--- src/rtl/alu_mp_sequencer_if.sv ---
// ---------------------------------------------------------------------------
// alu_mp_sequencer_if
// Byte-wide bus between the multi-precision sequencer and an 8-bit ALU.
//   alu_in1, alu_in2 : operand bytes (in1 is the minuend for subtraction)
//   alu_cin          : carry/borrow into the ALU
//   alu_opcode       : ALU function code
//   alu_out          : combinational ALU result byte
//   alu_cout         : ALU carry (add) or borrow (sub) out
//   alu_z            : ALU result-byte-is-zero flag
// Modports: master = sequencer side, slave = ALU side.
// ---------------------------------------------------------------------------
interface alu_mp_sequencer_if;
    logic [7:0] alu_in1;
    logic [7:0] alu_in2;
    logic       alu_cin;
    logic [2:0] alu_opcode;
    logic [7:0] alu_out;
    logic       alu_cout;
    logic       alu_z;

    modport master (
        output alu_in1, alu_in2, alu_cin, alu_opcode,
        input  alu_out, alu_cout, alu_z
    );

    modport slave (
        input  alu_in1, alu_in2, alu_cin, alu_opcode,
        output alu_out, alu_cout, alu_z
    );
endinterface

--- src/rtl/alu_mp_sequencer.sv ---
// ---------------------------------------------------------------------------
// alu_mp_sequencer
// Issues one NBYTES-wide operation to an 8-bit ALU one byte per cycle, LSB
// byte first, chaining the ALU carry/borrow between bytes, and returns the
// wide result with the final carry and an all-bytes-zero flag.
// Ports:
//   clk, rst_n           : clock (rising edge), async active-low reset
//   start                : request, accepted when not sequencing
//   op, cin_in           : ALU function, carry-in for byte 0 (ADDC/SUBC only)
//   opa, opb             : wide operands (opa = in1/minuend, opb = in2)
//   busy                 : high while bytes are being issued
//   done                 : one-cycle completion pulse
//   result, carry_out,
//   zero_out             : completion results, held until the next completion
//   alu                  : byte bus to the ALU (master modport)
// ---------------------------------------------------------------------------
`ifndef ADD_FN
`define ADD_FN  3'd0
`endif
`ifndef ADDC_FN
`define ADDC_FN 3'd1
`endif
`ifndef SUB_FN
`define SUB_FN  3'd2
`endif
`ifndef SUBC_FN
`define SUBC_FN 3'd3
`endif
`ifndef AND_FN
`define AND_FN  3'd4
`endif
`ifndef OR_FN
`define OR_FN   3'd5
`endif
`ifndef XOR_FN
`define XOR_FN  3'd6
`endif
`ifndef MASK_FN
`define MASK_FN 3'd7
`endif

module alu_mp_sequencer #(
    parameter int NBYTES = 4
) (
    input  logic                  clk,
    input  logic                  rst_n,
    input  logic                  start,
    input  logic [2:0]            op,
    input  logic                  cin_in,
    input  logic [8*NBYTES-1:0]   opa,
    input  logic [8*NBYTES-1:0]   opb,
    output logic                  busy,
    output logic                  done,
    output logic [8*NBYTES-1:0]   result,
    output logic                  carry_out,
    output logic                  zero_out,
    alu_mp_sequencer_if.master    alu
);

    localparam int IDXW = (NBYTES > 1) ? $clog2(NBYTES) : 1;
    localparam logic [IDXW-1:0] LAST_IDX = IDXW'(NBYTES - 1);

    typedef enum logic [1:0] {IDLE, RUN, DONE} state_t;

    state_t              state;
    logic [IDXW-1:0]     idx;
    logic [8*NBYTES-1:0] opa_q;
    logic [8*NBYTES-1:0] opb_q;
    logic [8*NBYTES-1:0] work;
    logic [8*NBYTES-1:0] work_next;
    logic [2:0]          op_q;
    logic                carry_q;
    logic                zacc;

    // The accumulated result with the current ALU byte merged in; used both
    // for the running accumulator and for the final result so the last byte
    // lands in result on the completing edge.
    always_comb begin
        work_next = work;
        for (int b = 0; b < NBYTES; b++) begin
            if (idx == IDXW'(b)) begin
                work_next[8*b +: 8] = alu.alu_out;
            end
        end
    end

    // Upper bytes of a chained add/sub must consume the carry from the byte
    // below, so plain ADD/SUB are promoted to their carry forms after byte 0.
    always_comb begin
        alu.alu_in1    = 8'h00;
        alu.alu_in2    = 8'h00;
        alu.alu_cin    = 1'b0;
        alu.alu_opcode = `ADD_FN;
        if (state == RUN) begin
            alu.alu_in1 = 8'(opa_q >> {idx, 3'b000});
            alu.alu_in2 = 8'(opb_q >> {idx, 3'b000});
            alu.alu_cin = carry_q;
            if (idx == '0) begin
                alu.alu_opcode = op_q;
            end else begin
                case (op_q)
                    `ADD_FN, `ADDC_FN: alu.alu_opcode = `ADDC_FN;
                    `SUB_FN, `SUBC_FN: alu.alu_opcode = `SUBC_FN;
                    default:           alu.alu_opcode = op_q;
                endcase
            end
        end
    end

    always_ff @(posedge clk or negedge rst_n) begin
        if (!rst_n) begin
            state     <= IDLE;
            idx       <= '0;
            opa_q     <= '0;
            opb_q     <= '0;
            op_q      <= '0;
            work      <= '0;
            carry_q   <= 1'b0;
            zacc      <= 1'b0;
            busy      <= 1'b0;
            done      <= 1'b0;
            result    <= '0;
            carry_out <= 1'b0;
            zero_out  <= 1'b0;
        end else begin
            done <= 1'b0;
            case (state)
                // DONE behaves like IDLE so a request in the completion
                // cycle starts the next operation back-to-back.
                IDLE, DONE: begin
                    state <= IDLE;
                    busy  <= 1'b0;
                    if (start) begin
                        opa_q   <= opa;
                        opb_q   <= opb;
                        op_q    <= op;
                        idx     <= '0;
                        zacc    <= 1'b1;
                        carry_q <= ((op == `ADDC_FN) || (op == `SUBC_FN)) ? cin_in : 1'b0;
                        state   <= RUN;
                        busy    <= 1'b1;
                    end
                end
                RUN: begin
                    work    <= work_next;
                    carry_q <= alu.alu_cout;
                    zacc    <= zacc & alu.alu_z;
                    idx     <= idx + 1'b1;
                    if (idx == LAST_IDX) begin
                        state     <= DONE;
                        busy      <= 1'b0;
                        done      <= 1'b1;
                        idx       <= '0;
                        result    <= work_next;
                        carry_out <= alu.alu_cout;
                        zero_out  <= zacc & alu.alu_z;
                    end
                end
                default: begin
                    state <= IDLE;
                    busy  <= 1'b0;
                end
            endcase
        end
    end

endmodule

--- src/flat_wrapper.sv ---
// flat-port wrapper written by rule: the top's interface ports become plain ports
module alu_mp_sequencer_flat 
#(
    parameter int NBYTES = 4
)
  (clk, rst_n, start, op, cin_in, opa, opb, busy, done, result, carry_out, zero_out, alu_alu_in1, alu_alu_in2, alu_alu_cin, alu_alu_opcode, alu_alu_out, alu_alu_cout, alu_alu_z);
  alu_mp_sequencer_if alu_i ();
  input  logic clk;
  input  logic rst_n;
  input  logic start;
  input  logic [2:0] op;
  input  logic cin_in;
  input  logic [8*NBYTES-1:0] opa;
  input  logic [8*NBYTES-1:0] opb;
  output logic busy;
  output logic done;
  output logic [8*NBYTES-1:0] result;
  output logic carry_out;
  output logic zero_out;
  output wire logic [$bits(alu_i.alu_in1)-1:0] alu_alu_in1;
  output wire logic [$bits(alu_i.alu_in2)-1:0] alu_alu_in2;
  output wire logic [$bits(alu_i.alu_cin)-1:0] alu_alu_cin;
  output wire logic [$bits(alu_i.alu_opcode)-1:0] alu_alu_opcode;
  input wire logic [$bits(alu_i.alu_out)-1:0] alu_alu_out;
  input wire logic [$bits(alu_i.alu_cout)-1:0] alu_alu_cout;
  input wire logic [$bits(alu_i.alu_z)-1:0] alu_alu_z;
  assign alu_alu_in1 = alu_i.alu_in1;
  assign alu_alu_in2 = alu_i.alu_in2;
  assign alu_alu_cin = alu_i.alu_cin;
  assign alu_alu_opcode = alu_i.alu_opcode;
  assign alu_i.alu_out = alu_alu_out;
  assign alu_i.alu_cout = alu_alu_cout;
  assign alu_i.alu_z = alu_alu_z;
  alu_mp_sequencer #(.NBYTES(NBYTES)) u_core (.clk(clk), .rst_n(rst_n), .start(start), .op(op), .cin_in(cin_in), .opa(opa), .opb(opb), .busy(busy), .done(done), .result(result), .carry_out(carry_out), .zero_out(zero_out), .alu(alu_i));
endmodule
--- config.mk ---
export PLATFORM = sky130hd
export DESIGN_NAME = alu_mp_sequencer_flat
export DESIGN_NICKNAME = d
export VERILOG_FILES = /design/src/rtl/alu_mp_sequencer_if.sv /design/src/rtl/alu_mp_sequencer.sv /design/src/flat_wrapper.sv
export SDC_FILE = /design/constraint.sdc
export NUM_CORES = 1
export LEC_CHECK = 0
export ABC_CLOCK_PERIOD_IN_PS = 2800
export BUFFER_PORTS_ARGS = -buffer_cell sky130_fd_sc_hd__buf_2
export CAP_MARGIN = 0
export CORE_MARGIN = 3
export CORE_UTILIZATION = 55
export DETAILED_ROUTE_END_ITERATION = 10
export PLACE_DENSITY = 0.84
export SYNTH_ARGS = -nofsm -noshare
export SYNTH_HDL_FRONTEND = slang
export SYNTH_SLANG_ARGS = --single-unit
--- constraint.sdc ---
create_clock -name clk -period 2.8 [get_ports clk]
set_input_delay 0.14 -clock clk [delete_from_list [all_inputs] [get_ports clk]]
set_output_delay 0.14 -clock clk [all_outputs]
set_load 0.1 [all_outputs]
==> qor.yml <==
layout:
  final_layout_size_suffix_gt1_share_pct: 29.6
  area_growth_pct: 38.4
  fillerInstances: 542
  final_nets: 835
logic_synthesis:
  synthFlopType: "dfrtp_1"
  yosysSeqAreaShare_pct: 57.4
  postSynthCellCount: 540
  synth_nets: 625
  ys_warn_count: 0
  synthDistinctLibCells: 25
  synth.avg_cell_area_um2: 10.7
  synth-seq-cells: 133
  synth_edf_count: 0
  netlist_area_um2: 5790
  async_flop_share_pct: 100
setup_path:
  cp.arrival_ps: 2280
  endpoint_kind: "primary output"
  startpoint_type: "flip-flop"
  reg2reg_depth: 5
  regToRegSetupSlack_ps: 840
  worst-path-max-fanout: 19
  cp.required_ps: 2660
  rr_endpoint: "u_core.work[3]"
  reg2reg_from: "u_core.idx[0]"
  worstSetupPathType: "flip-flop to primary output"
clock_network:
  clock-sinks: 133
  htreeDepth: 4
  clock_path_buffers: 2
  cts_buffers: 17
  cts_tree: "yes"
  worstSkewPairLatency_ps: 520
  root_buffer: "clkbuf_8"
  postCtsSetupBuffers: 0
  path_clk_slew_ps: 60
floorplan:
  rows: 36
  boundaryPins: 137
  die_x_um: 109
  core_um2: 10000
  dieArea_um2: 11800
  start_util_pct: 57.9
  die_h_um: 109
grt:
  grt_max_degree: 78
  grt-ovfl-total: 0
  antenna_found_initial: 1
  grt_usage_pct: 29.1
  grt_pass1_vias: 5298
  grt_pass1_wl_um: 26000
sta:
  slew-limit-headroom_pct: 52.7
  rsz0062_at_grt: "false"
  min_period_over_period_pct: 86.3
  setup_viol: 0
  drv_slew: 0
  finClkSkew_ps: 8.28
  hold_viol_final: 0
  tightestPinTransition_ps: 710
  fin_tns_setup_ps: 0
  finalWorstPathRequiredPeriod_ps: 2420
  max_freq_mhz: 414
drt:
  wl_per_cell_um: 18.1
  wl_met2_um: 8670
  vias: 4904
  met1Wirelength_um: 5910
  drc: 0
  drt_wl_total_um: 16300
  drt_iter0_markers: 281
  drt-vias-per-instance: 5.46
  firstDrtPassIters: 5
  wl_met3_um: 907
  highest_layer: "met5"
  antenna_left: 0
job:
  cap_violations: 0
placement:
  port_buffers: 136
  hpwl_um: 8960
  gp_congestion: 0.773
min_path:
  worstHoldPathType: "input port to flip-flop"
  worst_hold_path.endpoint: "u_core.work[20]"
  min_path_cells: 2
  min-delay-start: "alu_alu_out[4]"
outcome:
  status: "finished clean"
-- synth_stat cells (2+ instances only) --
master	n	share of area, %
dfrtp_1	133	57
clkbuf_1	16	1.0
o21ai_0	26	2.2
mux4_1	9	4.1
nor3_1	2	0.17
buf_2	15	1.3
and2_1	19	2.1
ha_1	4	0.86
nand2_2	3	0.32
nor2b_1	2	0.22
nor2_1	4	0.26
mux4_2	7	2.7
mux2_2	33	6.4
nand2b_1	2	0.22
inv_1	5	0.32
nand2_1	228	15
mux2i_1	24	4.1
-- state kept, by name (all words and copies together), names as in the netlist --
| signal | count |
|---|---|
| u_core.opb_q | 32 |
| u_core.done | 1 |
| u_core.result | 32 |
| u_core.opa_q | 32 |
| u_core.work | 24 |
| u_core.idx | 2 |
| u_core.op_q | 3 |
| u_core.zero_out | 1 |
| u_core.state | 2 |
| u_core.zacc | 1 |
| u_core.carry_out | 1 |
| u_core.busy | 1 |
| u_core.carry_q | 1 |
-- critical path, cell delays in order, from the launching register on --
cell and delay, ps:
dfrtp_1 440, nor2b_2 350, buf_4 310, and2_1 220
buf_2 440
-- cells in the final DEF, fill, tap and decap left out, types with 2 or more instances in the layout --
cell type / synthesis / routed
diode_2: 0 / 2
buf_2: 15 / 134
clkinvlp_4: 0 / 2
dfrtp_1: 133 / 133
and2_1: 19 / 19
nand2_1: 228 / 228
clkinv_4: 0 / 2
inv_1: 5 / 5
bufinv_16: 0 / 5
mux2i_1: 24 / 24
buf_4: 0 / 12
mux4_2: 7 / 7
clkbuf_16: 0 / 16
o21ai_0: 26 / 26
nand2_2: 3 / 3
mux2_2: 33 / 33
mux4_1: 9 / 9
nor3_1: 2 / 2
dlygate4sd3_1: 0 / 76
nor2_1: 4 / 4
ha_1: 4 / 4
clkbuf_8: 0 / 4
-- cells by family after synthesis --
kind of cell    share of synthesized area [%]
simple gates                             18.1
buf+inv                                  3.20
compound gates                           3.00
flops                                    57.4
mux                                      17.4
fa+ha+maj                               0.864
-- stage by stage --
step | setup slack [ps] | cells | utilization (%) | hold WS [ps] | instance area [µm²]
after detailed placement | 879 | 788 | 66.0 | 213 | 6600
after floorplan | 81.7 | 540 | - | -156 | 5790
after CTS | 403 | 896 | 80.2 | 13.5 | 8020
after global placement | 955 | 788 | 66.0 | 198 | 6600
after global routing | 250 | 896 | 80.2 | 38.2 | 8020
final | 385 | 898 | 80.2 | 21.7 | 8020
-- worst max path at each step --
stage	slack (ps)	start	end
detailed placement	880	u_core.idx[0]	u_core.work[6]
floorplan	80	u_core.idx[1]	alu_alu_opcode[0]
global placement	960	u_core.idx[0]	u_core.work[0]
global route	250	u_core.state[0]	alu_alu_in1[6]
CTS	400	u_core.state[0]	alu_alu_in1[0]
finish	380	u_core.state[0]	alu_alu_in1[5]
-- timing repair --
action	CTS	global route
gates resized for setup	0	0
hold buffers	76	0
endpoints found under the hold margin	164	0
-- layer usage --
metal  global-route usage [%]  up-vias
met2                     51.6      229
met5                        0        -
met3                     6.69       79
met4                     15.9        2
li1                         -     2192
met1                     32.3     2402
-- cell type report --
| class | count | area [µm²] | area share (%) |
|---|---|---|---|
| timing repair buffer | 224 | 1550 | 19.4 |
| multi-input combinational | 369 | 2290 | 28.6 |
| antenna | 2 | 5.00 | 0.0624 |
| clock inverter | 11 | 196 | 2.45 |
| inverter | 5 | 18.8 | 0.234 |
| sequential | 133 | 3330 | 41.5 |
| tap | 133 | 166 | 2.07 |
| clock buffer | 21 | 459 | 5.73 |
Power is not shown: default switching activity piles up to over one toggle a cycle in this logic, so the estimate is an artifact.
